File: config.mk
export PLATFORM = sky130hd
export DESIGN_NAME = minmax_tracker_4b
export DESIGN_NICKNAME = d
export VERILOG_FILES = /design/src/rtl/minmax_tracker_4b.sv
export SDC_FILE = /design/constraint.sdc
export NUM_CORES = 1
export LEC_CHECK = 0
export CAP_MARGIN = 5
export CORE_ASPECT_RATIO = 1.1
export CORE_MARGIN = 4
export CORE_UTILIZATION = 48
export CTS_CLUSTER_SIZE = 20
export DETAILED_ROUTE_END_ITERATION = 16
export PLACE_DENSITY = 0.83
export SYNTH_ARGS = -nofsm -noshare
export SYNTH_HDL_FRONTEND = slang
export SYNTH_SLANG_ARGS = --single-unit
File: constraint.sdc
create_clock -name clk -period 2 [get_ports clk]
set_input_delay 0.2 -clock clk [delete_from_list [all_inputs] [get_ports clk]]
set_output_delay 0.2 -clock clk [all_outputs]
set_load 0.005 [all_outputs]
File: src/rtl/minmax_tracker_4b.sv
// Windowed min/max tracker: accepts WINDOW 4-bit samples under valid/ready and
// reports the running/final extremes, sample count and a one-cycle done pulse.

module magcomp_4b (
  input  logic [3:0] a,
  input  logic [3:0] b,
  output logic       gto,
  output logic       lto,
  output logic       eqo
);
  assign gto = a > b;
  assign lto = a < b;
  assign eqo = a == b;
endmodule

module minmax_tracker_4b #(
  parameter int unsigned WINDOW = 8
) (
  input  logic       clk,
  input  logic       rst,
  input  logic       start,
  input  logic       in_valid,
  input  logic [3:0] num,
  output logic       in_ready,
  output logic [3:0] maxo,
  output logic [3:0] mino,
  output logic [7:0] cnt,
  output logic       busy,
  output logic       done
);

  typedef enum logic [1:0] {
    IDLE  = 2'd0,
    TRACK = 2'd1,
    DONE  = 2'd2
  } state_t;

  localparam logic [7:0] LAST = 8'(WINDOW - 1);

  state_t state;
  logic   max_gt, max_lt, max_eq;
  logic   min_gt, min_lt, min_eq;
  logic   cmp_unused;

  magcomp_4b u_cmp_max (
    .a   (num),
    .b   (maxo),
    .gto (max_gt),
    .lto (max_lt),
    .eqo (max_eq)
  );

  magcomp_4b u_cmp_min (
    .a   (num),
    .b   (mino),
    .gto (min_gt),
    .lto (min_lt),
    .eqo (min_eq)
  );

  assign cmp_unused = ^{max_lt, max_eq, min_gt, min_eq};

  // busy/in_ready/done are registered alongside state so they track the next state.
  always_ff @(posedge clk or posedge rst) begin
    if (rst) begin
      state    <= IDLE;
      maxo     <= '0;
      mino     <= '1;
      cnt      <= '0;
      busy     <= 1'b0;
      in_ready <= 1'b0;
      done     <= 1'b0;
    end else begin
      done <= 1'b0;
      case (state)
        IDLE, DONE: begin
          if (start) begin
            state    <= TRACK;
            maxo     <= '0;
            mino     <= '1;
            cnt      <= '0;
            busy     <= 1'b1;
            in_ready <= 1'b1;
          end else begin
            state    <= IDLE;
            busy     <= 1'b0;
            in_ready <= 1'b0;
          end
        end
        TRACK: begin
          if (in_valid) begin
            if (max_gt) maxo <= num;
            if (min_lt) mino <= num;
            cnt <= cnt + 8'd1;
            if (cnt == LAST) begin
              state    <= DONE;
              busy     <= 1'b0;
              in_ready <= 1'b0;
              done     <= 1'b1;
            end
          end
        end
        default: begin
          state    <= IDLE;
          busy     <= 1'b0;
          in_ready <= 1'b0;
        end
      endcase
    end
  end

endmodule

==> impl_metrics.prom <==
# TYPE chip_impl_metric gauge
chip_impl_info{name="status",value="finished clean"} 1
chip_impl_metric{name="fin_setup_tns",unit="ps"} 0
chip_impl_metric{name="cts.reportedPaths.clkPinSlew",unit="ps"} 110
chip_impl_metric{name="grt-ovfl-total",unit=""} 0
chip_impl_metric{name="clock-sinks",unit=""} 20
chip_impl_metric{name="setup_viol",unit=""} 0
chip_impl_metric{name="synth_warnings",unit=""} 0
chip_impl_metric{name="synth.avg_cell_area",unit="sq um"} 10.33
chip_impl_info{name="tritoncts",value="yes"} 1
chip_impl_metric{name="postSynthCellCount",unit=""} 107
chip_impl_info{name="synth_flop_cell",value="sky130_fd_sc_hd__dfrtp_1"} 1
chip_impl_metric{name="flow.area_growth_from_synthesis",unit="%"} 32.84
chip_impl_metric{name="postRouteWirelength",unit="um"} 2362
chip_impl_metric{name="power.total",unit="uW"} 1821
chip_impl_metric{name="dp_hpwl",unit="um"} 1821
chip_impl_metric{name="core_region_area",unit="sq um"} 2106
chip_impl_info{name="synth_most_common_cell",value="sky130_fd_sc_hd__dfrtp_1"} 1
chip_impl_info{name="grt-busiest-layer",value="met2"} 1
chip_impl_metric{name="cts-root-to-sink-buffers",unit=""} 2
chip_impl_metric{name="fillCellCount",unit=""} 152
chip_impl_metric{name="via_per_inst",unit=""} 5.396
chip_impl_metric{name="design.die.area",unit="sq um"} 3134
chip_impl_metric{name="routed_wire_length_per_instance",unit="um"} 13.98
chip_impl_metric{name="irDropWorstVdd",unit="mV"} 0.7501
chip_impl_metric{name="timing.hold.ws",unit="ps"} 222.3
chip_impl_metric{name="antenna_cells_inserted",unit=""} 0
chip_impl_info{name="ys_top_cells_by_area",value="sky130_fd_sc_hd__dfrtp_1 (36%), sky130_fd_sc_hd__dfstp_2 (9.5%), sky130_fd_sc_hd__ha_1 (9.1%)"} 1
chip_impl_metric{name="remaining_drc_errors",unit=""} 0
chip_impl_metric{name="timing.final.ws_setup",unit="ps"} 141.8
chip_impl_metric{name="vias_in_the_first_global_route",unit=""} 959
chip_impl_metric{name="worst_clock_skew",unit="ps"} 3.394
chip_impl_metric{name="start_util",unit=""} 0.5247
chip_impl_metric{name="postSynth.asyncResetShare",unit=""} 1.000
chip_impl_metric{name="syn_nets",unit=""} 123
chip_impl_metric{name="gp_congestion",unit=""} 0.8434
chip_impl_metric{name="portBuffers",unit=""} 26
chip_impl_metric{name="antenna_found_initial",unit=""} 0
chip_impl_metric{name="normalized_max_slew_margin",unit=""} 0.6529
chip_impl_metric{name="cp_data_required_time",unit="ps"} 2230
chip_impl_info{name="worstSetupEndpointType",value="flop"} 1
chip_impl_metric{name="grt_first_pass_wirelength",unit="um"} 4057
chip_impl_metric{name="clkLatencyLatePin",unit="ps"} 290
chip_impl_metric{name="detailedPlace.worstSlack",unit="ps"} -29.68
chip_impl_info{name="synth_top_area_cell",value="sky130_fd_sc_hd__dfrtp_1"} 1
chip_impl_info{name="min-delay-path-class",value="input port to async pin"} 1
chip_impl_metric{name="hold_violations",unit=""} 0
chip_impl_metric{name="finalWorstPathRequiredPeriod",unit="ps"} 1858
chip_impl_metric{name="dp_cells",unit=""} 164
chip_impl_metric{name="drive_above_1_share",unit=""} 0.1702
chip_impl_info{name="post_synth_most_frequent_cells",value="sky130_fd_sc_hd__dfrtp_1 (16), sky130_fd_sc_hd__nand2_1 (11), sky130_fd_sc_hd__inv_1 (9)"} 1
chip_impl_metric{name="synth.top_cell.area_share",unit=""} 0.3624
chip_impl_metric{name="max_slew.worst_pin.slew",unit="ps"} 519.5
chip_impl_metric{name="fmaxAchievable",unit="GHz"} 0.5382
chip_impl_metric{name="p_leak",unit="uW"} 0.0006596
chip_impl_metric{name="grtUsageMet3",unit=""} 0.03291
chip_impl_info{name="startpoint_type",value="flop"} 1
chip_impl_metric{name="dr_total_vias",unit=""} 912
chip_impl_metric{name="flip_flop_and_latch_count_after_synthesis",unit=""} 20
chip_impl_metric{name="cellPowerDensity",unit="nW/um^2"} 1240
chip_impl_metric{name="final-instance-count-excl-fill",unit=""} 169
chip_impl_metric{name="timing.max_cap.violations",unit=""} 0
chip_impl_metric{name="grt_use_total",unit=""} 0.1694
chip_impl_metric{name="core.rowCount",unit=""} 17
chip_impl_metric{name="final.period_utilization",unit=""} 0.9291
chip_impl_metric{name="height_of_the_chip",unit="um"} 58.32
chip_impl_metric{name="met2_usage",unit=""} 0.2958
chip_impl_metric{name="post_synth_num_cell_types",unit=""} 32
chip_impl_metric{name="ioPinCount",unit=""} 27
chip_impl_metric{name="timing.critical_path.arrival",unit="ps"} 2090
chip_impl_metric{name="netlist_area",unit="sq um"} 1105
chip_impl_metric{name="num-nets-final",unit=""} 158
chip_impl_metric{name="pre_antenna_drt_iters",unit=""} 4
chip_impl_info{name="setup.worst_path.class",value="flop to flop"} 1
chip_impl_metric{name="crit_path_max_fanout",unit=""} 4
chip_impl_info{name="clk_root_buffer_cell",value="sky130_fd_sc_hd__clkbuf_4"} 1
chip_impl_metric{name="maximum_number_of_pins_on_one_net_before_global_route_repair",unit=""} 21
chip_impl_metric{name="synth-seq-area-share",unit=""} 0.4575
chip_impl_metric{name="dr.first_iter.drc_count",unit=""} 10
chip_impl_metric{name="grt_util_met1",unit=""} 0.2055
chip_impl_info{name="rsz_0062_raised_after_global_routing",value="no"} 1
chip_impl_metric{name="numCtsBuffers",unit=""} 3
chip_impl_metric{name="cts.htree.levels",unit=""} 1
chip_impl_metric{name="maxSlewViolCount",unit=""} 0
chip_impl_metric{name="die_w",unit="um"} 53.75
chip_impl_metric{name="postRouteAntennaNets",unit=""} 0
chip_impl_metric{name="synth-edff-count",unit=""} 0
[repair_timing]
action,CTS,global route
hold buffers,0,0
setup buffers,0,1
setup endpoints to repair,0,4
gates resized for setup,0,0
[registers in the layout, indices dropped and copies added (netlist names)]
register  flops
cnt           8
maxo          4
mino          4
state         2
busy          1
done          1
[placed cells by master (no fill, tap or decap), types with 4 or more instances in the layout]
cell type / Yosys / routed
sky130_fd_sc_hd__a22o_1: 5 / 5
sky130_fd_sc_hd__buf_4: 1 / 8
sky130_fd_sc_hd__clkdlybuf4s50_1: 0 / 26
sky130_fd_sc_hd__dfrtp_1: 16 / 16
sky130_fd_sc_hd__dfstp_2: 4 / 4
sky130_fd_sc_hd__ha_1: 8 / 8
sky130_fd_sc_hd__inv_1: 9 / 9
sky130_fd_sc_hd__mux2_2: 4 / 4
sky130_fd_sc_hd__nand2_1: 11 / 11
sky130_fd_sc_hd__nand3_1: 4 / 4
sky130_fd_sc_hd__nor2_1: 6 / 6
sky130_fd_sc_hd__nor2b_1: 5 / 5
sky130_fd_sc_hd__o21ai_0: 4 / 4
[worst max-delay path: stages (launching register included)]
cell and delay, ps:
sky130_fd_sc_hd__dfstp_2 540, sky130_fd_sc_hd__inv_1 50, sky130_fd_sc_hd__ha_1 280, sky130_fd_sc_hd__a21oi_1 130, sky130_fd_sc_hd__o21ai_0 110, sky130_fd_sc_hd__a211oi_2 190
sky130_fd_sc_hd__buf_4 160, sky130_fd_sc_hd__mux2_2 330
[per-layer routing]
metal / vias up / part of all wire
met4: 0 / 0.017
met5: - / 0
met1: 436 / 0.45
met3: 6 / 0.050
li1: 442 / -
met2: 28 / 0.48
[kinds of logic (layout without fill, tap and decap cells)]
| kind of cell | after synthesis | after routing | synth area share |
|---|---|---|---|
| AOI/OAI and AO/OA | 18 | 18 | 0.1246 |
| xor gates and xnor gates | 5 | 5 | 0.03964 |
| adders and majority gates | 8 | 8 | 0.09060 |
| buffers and inverters | 13 | 47 | 0.04756 |
| DFF | 20 | 20 | 0.4575 |
| muxes | 5 | 5 | 0.04983 |
| and+or+nand+nor | 38 | 38 | 0.1903 |
[power breakdown]
| group | switching (uW) | internal, uW | leakage [uW] |
|---|---|---|---|
| Sequential | 141 | 572 | 0.000250 |
| Clock | 121 | 77.5 | 0.0000150 |
| Combinational | 371 | 538 | 0.000395 |
| Total | 633 | 1190 | 0.000660 |
[through the flow]
step                area [sq um]    util
finish                      1468  0.6970
floorplan                   1105       -
global route                1468  0.6970
global placement            1434  0.6809
detailed placement          1434  0.6809
CTS                         1460  0.6934
[cell type report]
type | instances | area, sq um | area share
well taps | 28 | 35.03 | 0.02387
inverters | 9 | 33.78 | 0.02302
clock buffers | 4 | 26.28 | 0.01790
flip-flops and latches | 20 | 505.5 | 0.3444
repair buffers | 34 | 320.3 | 0.2182
multi-input cells | 74 | 546.8 | 0.3725
[final timing paths]
path	cells past startpoint	from	to	slack (ps)
worst max-delay path	7	mino[2]$_DFFE_PP1P_	mino[3]$_DFFE_PP1P_	140
worst min-delay path	3	rst	maxo[3]$_DFFE_PP0P_	220
worst max register to register	7	mino[2]$_DFFE_PP1P_	mino[3]$_DFFE_PP1P_	140
worst min register to register	1	state[1]$_DFFE_PP0P_	done$_DFF_PP0_	530
max in group asynchronous	3	rst	mino[3]$_DFFE_PP1P_	1510
min in group clk	3	num[0]	mino[0]$_DFFE_PP1P_	510
Power figures use the tool's default switching activity.
